===== config.mk =====
export PLATFORM = sky130hd
export DESIGN_NAME = muldiv_unit_with_lock
export DESIGN_NICKNAME = d
export VERILOG_FILES = /design/src/rtl/muldiv_unit_with_lock.sv
export SDC_FILE = /design/constraint.sdc
export NUM_CORES = 2
export LEC_CHECK = 0
export ABC_AREA = 1
export ABC_CLOCK_PERIOD_IN_PS = 9000
export BUFFER_PORTS_ARGS = -buffer_cell sky130_fd_sc_hd__buf_4
export CORE_MARGIN = 3
export CORE_UTILIZATION = 35
export CTS_BUF_LIST = sky130_fd_sc_hd__clkbuf_4 sky130_fd_sc_hd__clkbuf_8 sky130_fd_sc_hd__clkbuf_16
export DETAILED_ROUTE_END_ITERATION = 7
export SLEW_MARGIN = 15
export SYNTH_ARGS = -nofsm -noshare
export SYNTH_HDL_FRONTEND = slang
export SYNTH_SLANG_ARGS = --single-unit

===== constraint.sdc =====
create_clock -name clk -period 9 [get_ports clk]
set_clock_uncertainty 0.1 [all_clocks]
set_input_delay 1.8 -clock clk [delete_from_list [all_inputs] [get_ports clk]]
set_output_delay 1.8 -clock clk [all_outputs]
set_load 0.01 [all_outputs]

===== src/rtl/muldiv_unit_with_lock.sv =====
// Shared multiply/divide unit that one requester at a time owns through a lock handshake.
// The oldest issue ID wins a free unit; ownership is held until that port drops lock_req.
module muldiv_unit_with_lock #(
    parameter int NUM_PORTS   = 2,
    parameter int ID_WIDTH    = 16,
    parameter int MUL_LATENCY = 3
) (
    input  logic                                 clk,
    input  logic                                 rst,
    input  logic [NUM_PORTS-1:0]                 lock_req,
    input  logic [NUM_PORTS-1:0][ID_WIDTH-1:0]   lock_id,
    input  logic [NUM_PORTS-1:0]                 op_valid,
    input  logic [NUM_PORTS-1:0][1:0]            op,
    input  logic [NUM_PORTS-1:0][31:0]           src_a,
    input  logic [NUM_PORTS-1:0][31:0]           src_b,
    output logic [NUM_PORTS-1:0]                 grant,
    output logic                                 busy,
    output logic [NUM_PORTS-1:0]                 done,
    output logic [31:0]                          hi,
    output logic [31:0]                          lo
);
    localparam int IDX_W = (NUM_PORTS > 1) ? $clog2(NUM_PORTS) : 1;

    typedef enum logic [2:0] {S_IDLE, S_OWNED, S_MUL, S_DIV, S_DONE} state_t;

    state_t                 state_reg, state_next;
    logic [NUM_PORTS-1:0]   grant_reg;
    logic [IDX_W-1:0]       owner_reg;
    logic [31:0]            a_reg, b_reg, rem_reg, quo_reg, hi_reg, lo_reg;
    logic [1:0]             op_reg;
    logic [4:0]             cnt_reg;

    logic                   arb_found;
    logic [IDX_W-1:0]       arb_idx;
    logic [ID_WIDTH-1:0]    arb_id;
    logic                   owner_req, accept, load_result;
    logic [31:0]            cur_a, cur_b, abs_a, divisor_mag, rem_next, quo_next, q_fix, r_fix;
    logic [1:0]             cur_op;
    logic [63:0]            ext_a, ext_b, product, result;
    logic [33:0]            trial;

    // Modular age compare keeps working when issue IDs wrap around.
    function automatic logic is_older(input logic [ID_WIDTH-1:0] a, input logic [ID_WIDTH-1:0] b);
        logic [ID_WIDTH-1:0] d;
        d = a - b;
        return d[ID_WIDTH-1];
    endfunction

    always_comb begin
        arb_found = 1'b0;
        arb_idx   = '0;
        arb_id    = '0;
        for (int i = 0; i < NUM_PORTS; i++) begin
            if (lock_req[i] && (!arb_found || is_older(lock_id[i], arb_id))) begin
                arb_found = 1'b1;
                arb_idx   = IDX_W'(i);
                arb_id    = lock_id[i];
            end
        end
    end

    assign owner_req = lock_req[owner_reg];

    always_comb begin
        state_next = state_reg;
        accept     = 1'b0;
        case (state_reg)
            S_IDLE:  if (arb_found) state_next = S_OWNED;
            S_OWNED: begin
                if (!owner_req) begin
                    state_next = S_IDLE;
                end else if (op_valid[owner_reg]) begin
                    accept = 1'b1;
                    if (op[owner_reg][1])      state_next = S_DIV;
                    else if (MUL_LATENCY == 1) state_next = S_DONE;
                    else                       state_next = S_MUL;
                end
            end
            S_MUL: begin
                if (!owner_req)                            state_next = S_IDLE;
                else if (cnt_reg == 5'(MUL_LATENCY - 1))   state_next = S_DONE;
            end
            S_DIV: begin
                if (!owner_req)             state_next = S_IDLE;
                else if (cnt_reg == 5'd31)  state_next = S_DONE;
            end
            S_DONE:  state_next = owner_req ? S_OWNED : S_IDLE;
            default: state_next = S_IDLE;
        endcase
    end

    assign load_result = (state_next == S_DONE) && (state_reg != S_DONE);

    // A single-cycle multiply finishes on the accept edge, so it reads the live operands.
    always_comb begin
        cur_a  = (state_reg == S_OWNED) ? src_a[owner_reg] : a_reg;
        cur_b  = (state_reg == S_OWNED) ? src_b[owner_reg] : b_reg;
        cur_op = (state_reg == S_OWNED) ? op[owner_reg]    : op_reg;
        ext_a  = {(cur_op[0] ? 32'd0 : {32{cur_a[31]}}), cur_a};
        ext_b  = {(cur_op[0] ? 32'd0 : {32{cur_b[31]}}), cur_b};
        product = ext_a * ext_b;
        abs_a  = (cur_op == 2'd2 && cur_a[31]) ? (32'd0 - cur_a) : cur_a;
    end

    // One restoring step; the final step's output feeds the result directly.
    always_comb begin
        divisor_mag = (op_reg == 2'd2 && b_reg[31]) ? (32'd0 - b_reg) : b_reg;
        trial       = {1'b0, rem_reg, quo_reg[31]} - {2'b00, divisor_mag};
        if (!trial[33]) begin
            rem_next = trial[31:0];
            quo_next = {quo_reg[30:0], 1'b1};
        end else begin
            rem_next = {rem_reg[30:0], quo_reg[31]};
            quo_next = {quo_reg[30:0], 1'b0};
        end
        q_fix = (op_reg == 2'd2 && (a_reg[31] ^ b_reg[31])) ? (32'd0 - quo_next) : quo_next;
        r_fix = (op_reg == 2'd2 && a_reg[31]) ? (32'd0 - rem_next) : rem_next;
        if (state_reg != S_DIV)  result = product;
        else if (b_reg == 32'd0) result = {a_reg, 32'hFFFF_FFFF};
        else                     result = {r_fix, q_fix};
    end

    always_ff @(posedge clk or posedge rst) begin
        if (rst) begin
            state_reg <= S_IDLE;
            grant_reg <= '0;
            owner_reg <= '0;
        end else begin
            state_reg <= state_next;
            if (state_reg == S_IDLE && arb_found) begin
                grant_reg          <= '0;
                grant_reg[arb_idx] <= 1'b1;
                owner_reg          <= arb_idx;
            end else if (state_next == S_IDLE) begin
                grant_reg <= '0;
            end
        end
    end

    always_ff @(posedge clk or posedge rst) begin
        if (rst) begin
            a_reg   <= '0;
            b_reg   <= '0;
            op_reg  <= '0;
            rem_reg <= '0;
            quo_reg <= '0;
            cnt_reg <= '0;
            hi_reg  <= '0;
            lo_reg  <= '0;
        end else begin
            if (accept) begin
                a_reg   <= cur_a;
                b_reg   <= cur_b;
                op_reg  <= cur_op;
                rem_reg <= '0;
                quo_reg <= abs_a;
                cnt_reg <= cur_op[1] ? 5'd0 : 5'd1;
            end else if (state_reg == S_MUL) begin
                cnt_reg <= cnt_reg + 5'd1;
            end else if (state_reg == S_DIV) begin
                cnt_reg <= cnt_reg + 5'd1;
                rem_reg <= rem_next;
                quo_reg <= quo_next;
            end
            if (load_result) begin
                hi_reg <= result[63:32];
                lo_reg <= result[31:0];
            end
        end
    end

    assign grant = grant_reg;
    assign busy  = (state_reg == S_MUL) || (state_reg == S_DIV);
    assign done  = (state_reg == S_DONE) ? grant_reg : '0;
    assign hi    = hi_reg;
    assign lo    = lo_reg;
endmodule


==> flow_metrics.py <==
metrics = {
    "synth": {
        "synth.most_common_cell": "inv_1",
        "ys_seq_elements": 205,
        "synth_cell_types": 63,
        "yosysSeqAreaShare_pct": 8.00,
        "yosysTopAreaCell": "fa_1",
        "ys_async_sr_fraction_pct": 100,
        "synthTopCellsByArea": "fa_1 44%, inv_1 12%, nand2_1 8.8%",
        "synth_common_cells": "2,010 x inv_1, 1,506 x nand2_1, 1,420 x fa_1",
        "synth_fp_nets": 10000,
        "synth.yosys.warnings": 0,
        "synth_top_area_share_pct": 44.3,
        "syn_avg_cell_area_sq_um": 7.93,
        "synth_area_sq_um": 64100,
        "synth_edf_count": 0,
        "synthFlopType": "dfrtp_1",
        "synth_cells": 8086,
    },
    "hold_path": {
        "min_to": "lo[10]",
        "holdPathStages": 2,
        "holdCritPathClass": "flop to flop",
        "min-delay-start": "lo[10]",
    },
    "route": {
        "vias_per_cell": 5.10,
        "drt-pass1-iter-count": 6,
        "drt_iter0_drc": 4979,
        "avgRoutedWirePerCell_microns": 25.5,
        "drc": 0,
        "ant_nets": 0,
        "wirelength_microns": 299000,
        "num_vias": 59700,
    },
    "floorplanning": {
        "core_area_sq_um": 182000,
        "die_area_sq_um": 188000,
        "die_h_microns": 434,
        "io_pins": 239,
        "initial_core_util_pct": 35.3,
        "die_w_microns": 434,
        "num_rows": 156,
    },
    "worst_setup_path": {
        "critPathSlowestCell": "fa_1",
        "arrival_ns": 10.52,
        "worst_ep_required_time_ns": 9.40,
        "cp_common_cell": "fa_1",
        "startpoint_type": "input port",
        "critPathKind": "input port to flop",
        "reg2regPathDepth": 40,
        "crit_path_end_kind": "flop",
        "crit_path_max_fanout": 6,
        "timing.rr.start": "owner_reg",
        "worstReg2RegEnd": "hi[19]",
        "critPathMaxStageDelay_ns": 0.61,
        "rrSetupSlack_ns": -0.88,
    },
    "global_routing": {
        "grt_use_total_pct": 32.0,
        "overflow": 0,
        "grt_pass1_vias": 63200,
        "grt_max_degree": 104,
        "antenna_found_initial": 9,
        "grt_first_pass_wirelength_microns": 434000,
    },
    "clocking": {
        "cts.sinks": 205,
        "clk_latency_ns": 0.62,
        "cts_tree": "done",
        "clkTransAtPathRegs_ns": 0.06,
        "clockRootBuffer": "clkbuf_16",
        "cts_max_level": 1,
        "numCtsBuffers": 25,
        "cts_hold_buf": 0,
        "cts_buffer_depth": 3,
    },
    "placement": {
        "numPortBuffers": 238,
        "dp.cells": 11500,
        "place_hpwl_microns": 263000,
        "place_area_sq_um": 78800,
        "gp_congestion": 1.03,
    },
    "sta": {
        "max_freq_ghz": 0.0989,
        "rsz0062_at_grt": "true",
        "min_period_ns": 10.11,
        "tightest_slew_ns": 1.01,
        "fin_crit_sh_pct": 112,
        "slew_headroom_pct": 32.8,
        "maxSlewViolCount": 0,
        "setup_ws_ns": -1.11,
        "setup_violations": 47,
        "tns_ns": -34.75,
        "finalHoldViolCount": 0,
    },
    "layout": {
        "fin_area_sq_um": 84000,
        "utilization_pct": 46.3,
        "final_cells": 11700,
        "drive_gt1_share_pct": 27.0,
        "area_delta_synth_final_pct": 31.0,
        "nets": 11300,
    },
    "status": {
        "status": "finished with violations",
        "violations": "negative setup slack",
    },
    "job": {
        "cap_violations": 0,
    },
}
## layer usage
metal | share of wire [%] | GRT usage (%)
met5 | 0.0084 | 0
met3 | 7.6 | 5.50
met2 | 46 | 51.8
met1 | 39 | 40.4
met4 | 7.3 | 18.2
## timing repair
action,4_1_cts,5_1_grt
buffers inserted,88,39
gates cloned,2,0
endpoints found under the setup margin,52,51
resized for setup,670,333
pin swaps,238,173
endpoints found under the hold margin,0,0
## metrics by stage
stage               hold WS, ns  worst slack (ns)
finish                    0.381             -1.11
global route              0.416             -1.33
CTS                       0.389            -0.979
detailed placement        0.372             -2.51
global placement          0.364             -2.53
floorplan                 0.364            -0.958
## placed cells by master, fill, tap and decap left out, drive strengths merged, types with 25 or more instances in the layout
master,n
inv,2024
buf,1520
nand2,1514
fa,1420
nor2,992
ha,361
o21ai,349
a21oi,207
dfrtp,205
nand3,172
xor2,78
nand4,67
a31oi,56
nor3,53
xnor2,52
o22ai,35
clkbuf,34
clkinv,25
## worst max path at each step
stage,startpoint,endpoint,cells past startpoint
after detailed placement,src_b[33],hi[2],35
final,op[0],hi[19],40
after global placement,src_b[33],hi[2],35
after global routing,src_a[63],hi[30],41
after floorplan,op[0],hi[31],39
after CTS,op[0],hi[31],40
## kinds of logic (layout without fill, tap and decap cells)
kind of cell / Yosys count / count (layout) / synth area share, %
fa+ha+maj: 1781 / 1781 / 51.4
buf+inv: 2358 / 3615 / 14.0
xor+xnor: 130 / 130 / 1.78
compound gates: 750 / 750 / 6.74
simple gates: 2840 / 2840 / 17.8
mux: 22 / 22 / 0.343
other cells: 0 / 8 / 0
flops: 205 / 205 / 8.00
## critical path, delay by kind of cell
| kind | cells | cell delay (ns) |
|---|---|---|
| buffers and inverters | 15 | 1.54 |
| AOI/OAI and AO/OA | 5 | 0.73 |
| and+or+nand+nor | 9 | 0.95 |
| adders and majority gates | 11 | 5.47 |
## final cells by class
cell class	instances	area, sq um
diodes	8	20.0
clock buffers	34	731
clock inverters	11	113
fillers	17900	97500
inverters	2049	7800
multi-input cells	5523	53700
flip-flops and latches	205	5130
well taps	2370	2970
repair buffers	1521	13500
Power is left out: the tool's default activity adds up to more than one toggle a clock period on the data nets, which glitch-free logic cannot reach.
